`src/rtl/sprite_fetch.sv`:
```
// Pixel-pipeline reader for one 40x40 sprite ROM: latches the position once per frame, addresses the ROM, emits color+valid 3 clocks after DrawX/DrawY.
// Optional macro SPRITE_FETCH_TRANSPARENCY_EN: ROM words equal to KEY_COLOR are emitted as transparent.
module sprite_fetch #(
   parameter int          SPR_W     = 40,
   parameter int          SPR_H     = 40,
   parameter int          ADDR_W    = 13,
   parameter int          COORD_W   = 10,
   parameter logic [23:0] KEY_COLOR = 24'hFF00FF
) (
   input  logic               Clk,
   input  logic               Reset_n,
   input  logic               frame_start,
   input  logic [COORD_W-1:0] sprite_x,
   input  logic [COORD_W-1:0] sprite_y,
   input  logic               sprite_en,
   input  logic [COORD_W-1:0] DrawX,
   input  logic [COORD_W-1:0] DrawY,
   output logic [ADDR_W-1:0]  read_address,
   input  logic [23:0]        data_In,
   output logic [23:0]        pixel_color,
   output logic               pixel_valid
);

   localparam int CW1 = COORD_W + 1;

   logic [COORD_W-1:0] r_sx;
   logic [COORD_W-1:0] r_sy;
   logic               r_sen;
   logic               r_hit1;
   logic               r_hit2;
   logic [ADDR_W-1:0]  r_addr;
   logic [23:0]        r_color;
   logic               r_valid;

   logic [CW1-1:0]     w_x_ext;
   logic [CW1-1:0]     w_y_ext;
   logic [CW1-1:0]     w_sx_ext;
   logic [CW1-1:0]     w_sy_ext;
   logic [CW1-1:0]     w_sx_end;
   logic [CW1-1:0]     w_sy_end;
   logic               w_hit;
   logic [COORD_W-1:0] w_dx;
   logic [COORD_W-1:0] w_dy;
   logic [ADDR_W-1:0]  w_addr;
   logic               w_key;
   logic               w_valid_next;

   // One extra bit keeps sx+SPR_W from wrapping when the sprite hangs off the right/bottom edge.
   assign w_x_ext  = {1'b0, DrawX};
   assign w_y_ext  = {1'b0, DrawY};
   assign w_sx_ext = {1'b0, r_sx};
   assign w_sy_ext = {1'b0, r_sy};
   assign w_sx_end = w_sx_ext + CW1'(SPR_W);
   assign w_sy_end = w_sy_ext + CW1'(SPR_H);

   assign w_hit = r_sen
                  && (w_x_ext >= w_sx_ext) && (w_x_ext < w_sx_end)
                  && (w_y_ext >= w_sy_ext) && (w_y_ext < w_sy_end);

   assign w_dx   = DrawX - r_sx;
   assign w_dy   = DrawY - r_sy;
   assign w_addr = w_hit ? (ADDR_W'(w_dy) * ADDR_W'(SPR_W) + ADDR_W'(w_dx)) : '0;

`ifdef SPRITE_FETCH_TRANSPARENCY_EN
   assign w_key = (data_In == KEY_COLOR);
`else
   assign w_key = 1'b0;
`endif

   assign w_valid_next = r_hit2 && !w_key;

   // Shadow position only moves at frame_start; the hit test on that same edge still sees the old values.
   always_ff @(posedge Clk or negedge Reset_n) begin
      if (!Reset_n) begin
         r_sx  <= '0;
         r_sy  <= '0;
         r_sen <= 1'b0;
      end else if (frame_start) begin
         r_sx  <= sprite_x;
         r_sy  <= sprite_y;
         r_sen <= sprite_en;
      end
   end

   always_ff @(posedge Clk or negedge Reset_n) begin
      if (!Reset_n) begin
         r_addr  <= '0;
         r_hit1  <= 1'b0;
         r_hit2  <= 1'b0;
         r_valid <= 1'b0;
         r_color <= '0;
      end else begin
         r_addr  <= w_addr;
         r_hit1  <= w_hit;
         r_hit2  <= r_hit1;
         r_valid <= w_valid_next;
         r_color <= w_valid_next ? data_In : 24'h000000;
      end
   end

   assign read_address = r_addr;
   assign pixel_color  = r_color;
   assign pixel_valid  = r_valid;

endmodule

```
`config.mk`:
```
export PLATFORM = sky130hd
export DESIGN_NAME = sprite_fetch
export DESIGN_NICKNAME = d
export VERILOG_FILES = /design/src/rtl/sprite_fetch.sv
export SDC_FILE = /design/constraint.sdc
export NUM_CORES = 1
export LEC_CHECK = 0
export BUFFER_PORTS_ARGS = -buffer_cell sky130_fd_sc_hd__buf_4
export CAP_MARGIN = 15
export CORE_ASPECT_RATIO = 1.4
export CORE_MARGIN = 4
export CORE_UTILIZATION = 40
export CTS_BUF_LIST = sky130_fd_sc_hd__clkbuf_8
export CTS_CLUSTER_DIAMETER = 40
export DETAILED_ROUTE_END_ITERATION = 8
export PLACE_DENSITY = 0.73
export SKIP_CTS_REPAIR_TIMING = 1
export SLEW_MARGIN = 10
export SYNTH_ARGS = -nofsm -noshare
export SYNTH_HDL_FRONTEND = slang
export SYNTH_SLANG_ARGS = --single-unit
```
`constraint.sdc`:
```
create_clock -name Clk -period 9.3 [get_ports Clk]
set_input_delay 1.86 -clock Clk [delete_from_list [all_inputs] [get_ports Clk]]
set_output_delay 1.86 -clock Clk [all_outputs]
set_load 0.01 [all_outputs]
```
# Yosys cells after proc, flatten, opt, wreduce, memory -nomap -nowiden
# Cells that the tools add are included.
[totals]
regBits = 61
in_bits = 68
elab_cells = 24
[classes]
n_addsub = 5
mul = 1
magnitude_cmp = 4
mux = 2
n_reduce_logical = 4
[ops]
columns = ["cell", "n"]
rows = [
  ["24-bit two-way mux", 1],
  ["10-bit by 6-bit adder with 11-bit output, second input constant", 2],
  ["10-bit by 11-bit < comparator with 1-bit output", 2],
  ["10-bit >= comparator", 2],
  ["10-bit subtractor", 2],
  ["13-bit by 10-bit adder with 13-bit output", 1],
  ["13-bit two-way mux", 1],
  ["10-bit by 3-bit multiplier with 10-bit output, second input constant", 1],
  ["1-bit logical AND", 4],
]

# Longest topological paths before layout
[logic_depth]
word_depth = 6
mapped_depth = 18

# Least setup slack after synthesis
# No wires, ideal clock.
[synth_path]
path_kind = "input port to flip-flop"
from = "in DrawY[0]"
to = "reg r_addr[12] (netlist: read_address[12])"
setup_time_ns = 0.126
t_arrival_ns = 5.137
required_ns = 9.174
path_slack_ns = 4.037
cell_stages = 18
path_buffers = 0
cell_sequence = "inv_1 -> ha_1 -> inv_1 -> fa_1 -> nand3_1 -> nand2_1 -> xor2_1 -> ha_1 -> inv_1 -> fa_1 -> inv_1 -> ha_1 -> o21ai_0 -> o21bai_1 -> or3_1 -> o2111ai_1 -> xnor3_1 -> nor3b_2"
[synth_via]
elab_chain_cells = 4
elab_cells_between_ends = 8
classes_between = "add/sub (2); mul (1); order compare (2); mux (1); reduce/logical (2)"
[synth_lines]
columns = ["item", "line_no", "source"]
rows = [
  ["start: declaration", "17", "input logic [COORD_W-1:0] DrawY,"],
  ["10-bit subtractor / 10-bit >= comparator (equally long branches)", "61, 58", ""],
  ["10-bit by 3-bit multiplier with 10-bit output / 1-bit logical AND (equally long branches)", "62, 58", ""],
  ["13-bit by 10-bit adder with 13-bit output / 1-bit logical AND (equally long branches)", "62, 58", ""],
  ["13-bit two-way mux *", "62", "assign w_addr = w_hit ? (ADDR_W'(w_dy) * ADDR_W'(SPR_W) + ADDR_W'(w_dx)) : '0;"],
  ["via w_addr[12]", "44", "logic [ADDR_W-1:0] w_addr;"],
  ["end signal: assignment", "93", "r_addr <= w_addr;"],
  ["end: declaration", "31", "logic [ADDR_W-1:0] r_addr;"],
]
# Mark *: on every way through the listed nets, which the timed path passes. The rest lies on a longest branch.
# A chain may end at the register's enable or synchronous reset.

# Worst setup path after layout
# Ends and elaborated chain as after synthesis.

==> results_dict.tcl <==
set metrics [dict create \
    slew_headroom_pct 50.8 \
    path_class "in2reg" \
    worst-slew-pin-transition_ps 738 \
    critPathLaunchType "primary input" \
    coreArea_um2 10100 \
    power_density_nw_per_um2 209 \
    p_comb_share_pct 52.7 \
    synthTopCellsByCount "dfrtp_1, ha_1, inv_1, o21ai_0, nand2_1" \
    dp_hpwl_um 8100 \
    final_hold_viol_count 0 \
    yosysWarnings 0 \
    async_flop_share_pct 100 \
    worstPathArrival_ps 5550 \
    clock-root-buffer "clkbuf_8" \
    finalCritPeriodShare_pct 57.5 \
    finClkSkew_ps 8.59 \
    reg2reg_to "read_address[12]$_DFF_PN0_" \
    max_freq_mhz 187 \
    synth_top_area_share_pct 36.5 \
    tns_ps 0 \
    met2_usage_pct 31.6 \
    clk_pin_slew_ps 70 \
    ir_worst_vdd_v 0.0000986 \
    synth_xor_area_share_pct 7.88 \
    num-fill-cells 915 \
    grt_use_met1_pct 18.7 \
    p_clk_share_pct 20.9 \
    worstHoldPathCells 0 \
    synth_edf_count 0 \
    wl_per_cell_um 14.7 \
    setup_viol 0 \
    drv_cap 0 \
    die_y_um 129 \
    syn_avg_cell_area_um2 9.69 \
    clock_latency_ps 340 \
    start_util_pct 41.5 \
    cts_tree "yes" \
    syn_area_um2 4180 \
    final_nets 662 \
    ant_nets 0 \
    cp-startpoint "DrawY[0]" \
    synth-seq-cells 61 \
    die_x_um 94.4 \
    worstPathRequired_ps 9500 \
    rsz0062_at_grt "no" \
    overflow 0 \
    cts_max_level 3 \
    die_area_um2 12200 \
    post-route-min-period_ps 5350 \
    row_count 43 \
    p_int_mw 0.686 \
    layout-drive-gt1-share_pct 24.2 \
    synth_cell_type_count 56 \
    antenna_found_initial 0 \
    grt_start_max_net_pins 62 \
    outcome "finished, final reports clean" \
    leakagePower_nw 2.66 \
    yosys.area_share.simple_pct 16.0 \
    num_vias 3477 \
    synth_top_family_by_area "adder cells" \
    seqPwrFrac_pct 26.4 \
    clk_path_buf_depth 2 \
    dr.pass1.iters 4 \
    hold_path_class "reg2reg" \
    synth_compound_area_share_pct 15.5 \
    worstRegToRegCells 18 \
    grt_pass1_vias 3596 \
    globalplace.congestion 0.867 \
    cts_buffers 9 \
    busiest_layer "met2" \
    yosys.cell_count.top_type "dfrtp_1" \
    cp_max_fo 3 \
    syn_nets 557 \
    syn_inst 431 \
    r2r-start "r_sy[1]$_DFFE_PN0P_" \
    io_pins 106 \
    yosys.area_share.adder_pct 18.1 \
    netlist_top_cells_area "dfrtp_1, ha_1, xnor2_1" \
    vias_per_cell 5.14 \
    synthFlopType "dfrtp_1" \
    port_buffers 105 \
    synth_top_area_cell "dfrtp_1" \
    drt_wl_total_um 9930 \
    area_growth_pct 25.6 \
    seq_area_frac_synth_pct 36.5 \
    grt.total_usage_pct 17.0 \
    slew_violations 0 \
    p_sw_share_pct 37.3 \
    reg2reg_slack_ps 5220 \
    min_from "r_hit1$_DFF_PN0_" \
    whs_endpoint "r_hit2$_DFF_PN0_" \
    end_kind "register" \
    use_met3_pct 4.15 \
    drt-initial-drc-count 85 \
    synthMuxAreaShare_pct 0.809 \
    num_antenna_cells 0 \
    drc 0 \
    p_switching_mw 0.409 \
    grt_first_pass_wirelength_um 16400 \
    cts_sinks 61 \
    final_util_pct 52.1 \
]
[cell type report]
type	count	area, um^2	area share, %
Inverter	36	135	2.58
Tap cell	135	169	3.22
Clock inverter	6	55.1	1.05
Sequential cell	61	1530	29.1
Timing Repair Buffer	105	788	15.0
Clock buffer	10	138	2.62
Multi-Input combinational cell	323	2430	46.4
[worst max path at each step]
| stage | to | slack [ps] |
|---|---|---|
| floorplan | read_address[12]$_DFF_PN0_ | 4040 |
| global placement | read_address[12]$_DFF_PN0_ | 3760 |
| detailed placement | read_address[12]$_DFF_PN0_ | 3610 |
| CTS | read_address[12]$_DFF_PN0_ | 3960 |
| global route | read_address[12]$_DFF_PN0_ | 3780 |
| finish | read_address[12]$_DFF_PN0_ | 3950 |
[layout by cell type (no fill, tap or decap), types with 4 or more instances in the layout]
cell	n
and2_1	25
a21boi_0	4
xnor2_1	24
xor2_1	11
nand3_1	4
nand2_1	35
nor2_1	17
nor2b_1	6
inv_1	38
clkbuf_8	10
o2111ai_1	4
a21oi_1	18
buf_4	105
dfrtp_1	61
ha_1	54
o21ai_0	36
a31oi_1	4
a21o_1	10
fa_1	4
nor3_1	15
[cells by family (layout without fill, tap and decap cells)]
| family | after synthesis | in the layout |
|---|---|---|
| simple gates | 126 | 126 |
| compound gates | 100 | 100 |
| flops | 61 | 61 |
| fa+ha+maj | 58 | 58 |
| buf+inv | 47 | 157 |
| xor+xnor | 36 | 36 |
| mux | 3 | 3 |
[power groups by stage]
| stage | clock network [mW] | registers (mW) | logic [mW] |
|---|---|---|---|
| finish | 0.229 | 0.289 | 0.577 |
| global route | 0.252 | 0.291 | 0.646 |
| CTS | 0.236 | 0.289 | 0.581 |
| detailed placement | 0 | 0.294 | 0.577 |
| global placement | 0 | 0.294 | 0.554 |
| floorplan | 0 | 0.295 | 0.447 |
[sequential cells by signal (all words and copies together), names as in the netlist]
name and cells:
pixel_color 24, pixel_valid 1, r_hit1 1, r_hit2 1, r_sen 1, r_sx 10
r_sy 10, read_address 13
[per-stage QoR]
step / worst slack (ps) / instances / hold WS, ps / area [um^2] / power [mW]
after CTS: 3960 / 676 / 366 / 5250 / 1.11
after global routing: 3780 / 676 / 376 / 5250 / 1.19
after floorplan: 4040 / 431 / 331 / 4180 / 0.742
after global placement: 3760 / 660 / 334 / 5050 / 0.848
final: 3950 / 676 / 364 / 5250 / 1.10
after detailed placement: 3610 / 660 / 341 / 5050 / 0.871
[critical path, stage by stage]
cell and delay, ps:
buf_4 110, inv_1 50, ha_1 170, inv_1 60, fa_1 420, nand3_1 120, nand2_1 100, xor2_1 190
ha_1 330, inv_1 70, fa_1 530, inv_1 40, ha_1 310, o21ai_0 110, o21bai_1 110, or3_1 340
o2111ai_1 140, xnor3_1 330, nor3b_2 160
[layer usage]
| layer | up-vias | wire, um |
|---|---|---|
| met2 | 121 | 5200 |
| met4 | 0 | 168 |
| met5 | - | 0 |
| met3 | 14 | 686 |
| met1 | 1625 | 3880 |
| li1 | 1717 | - |
Note: power is estimated with default switching activity, not from simulation.
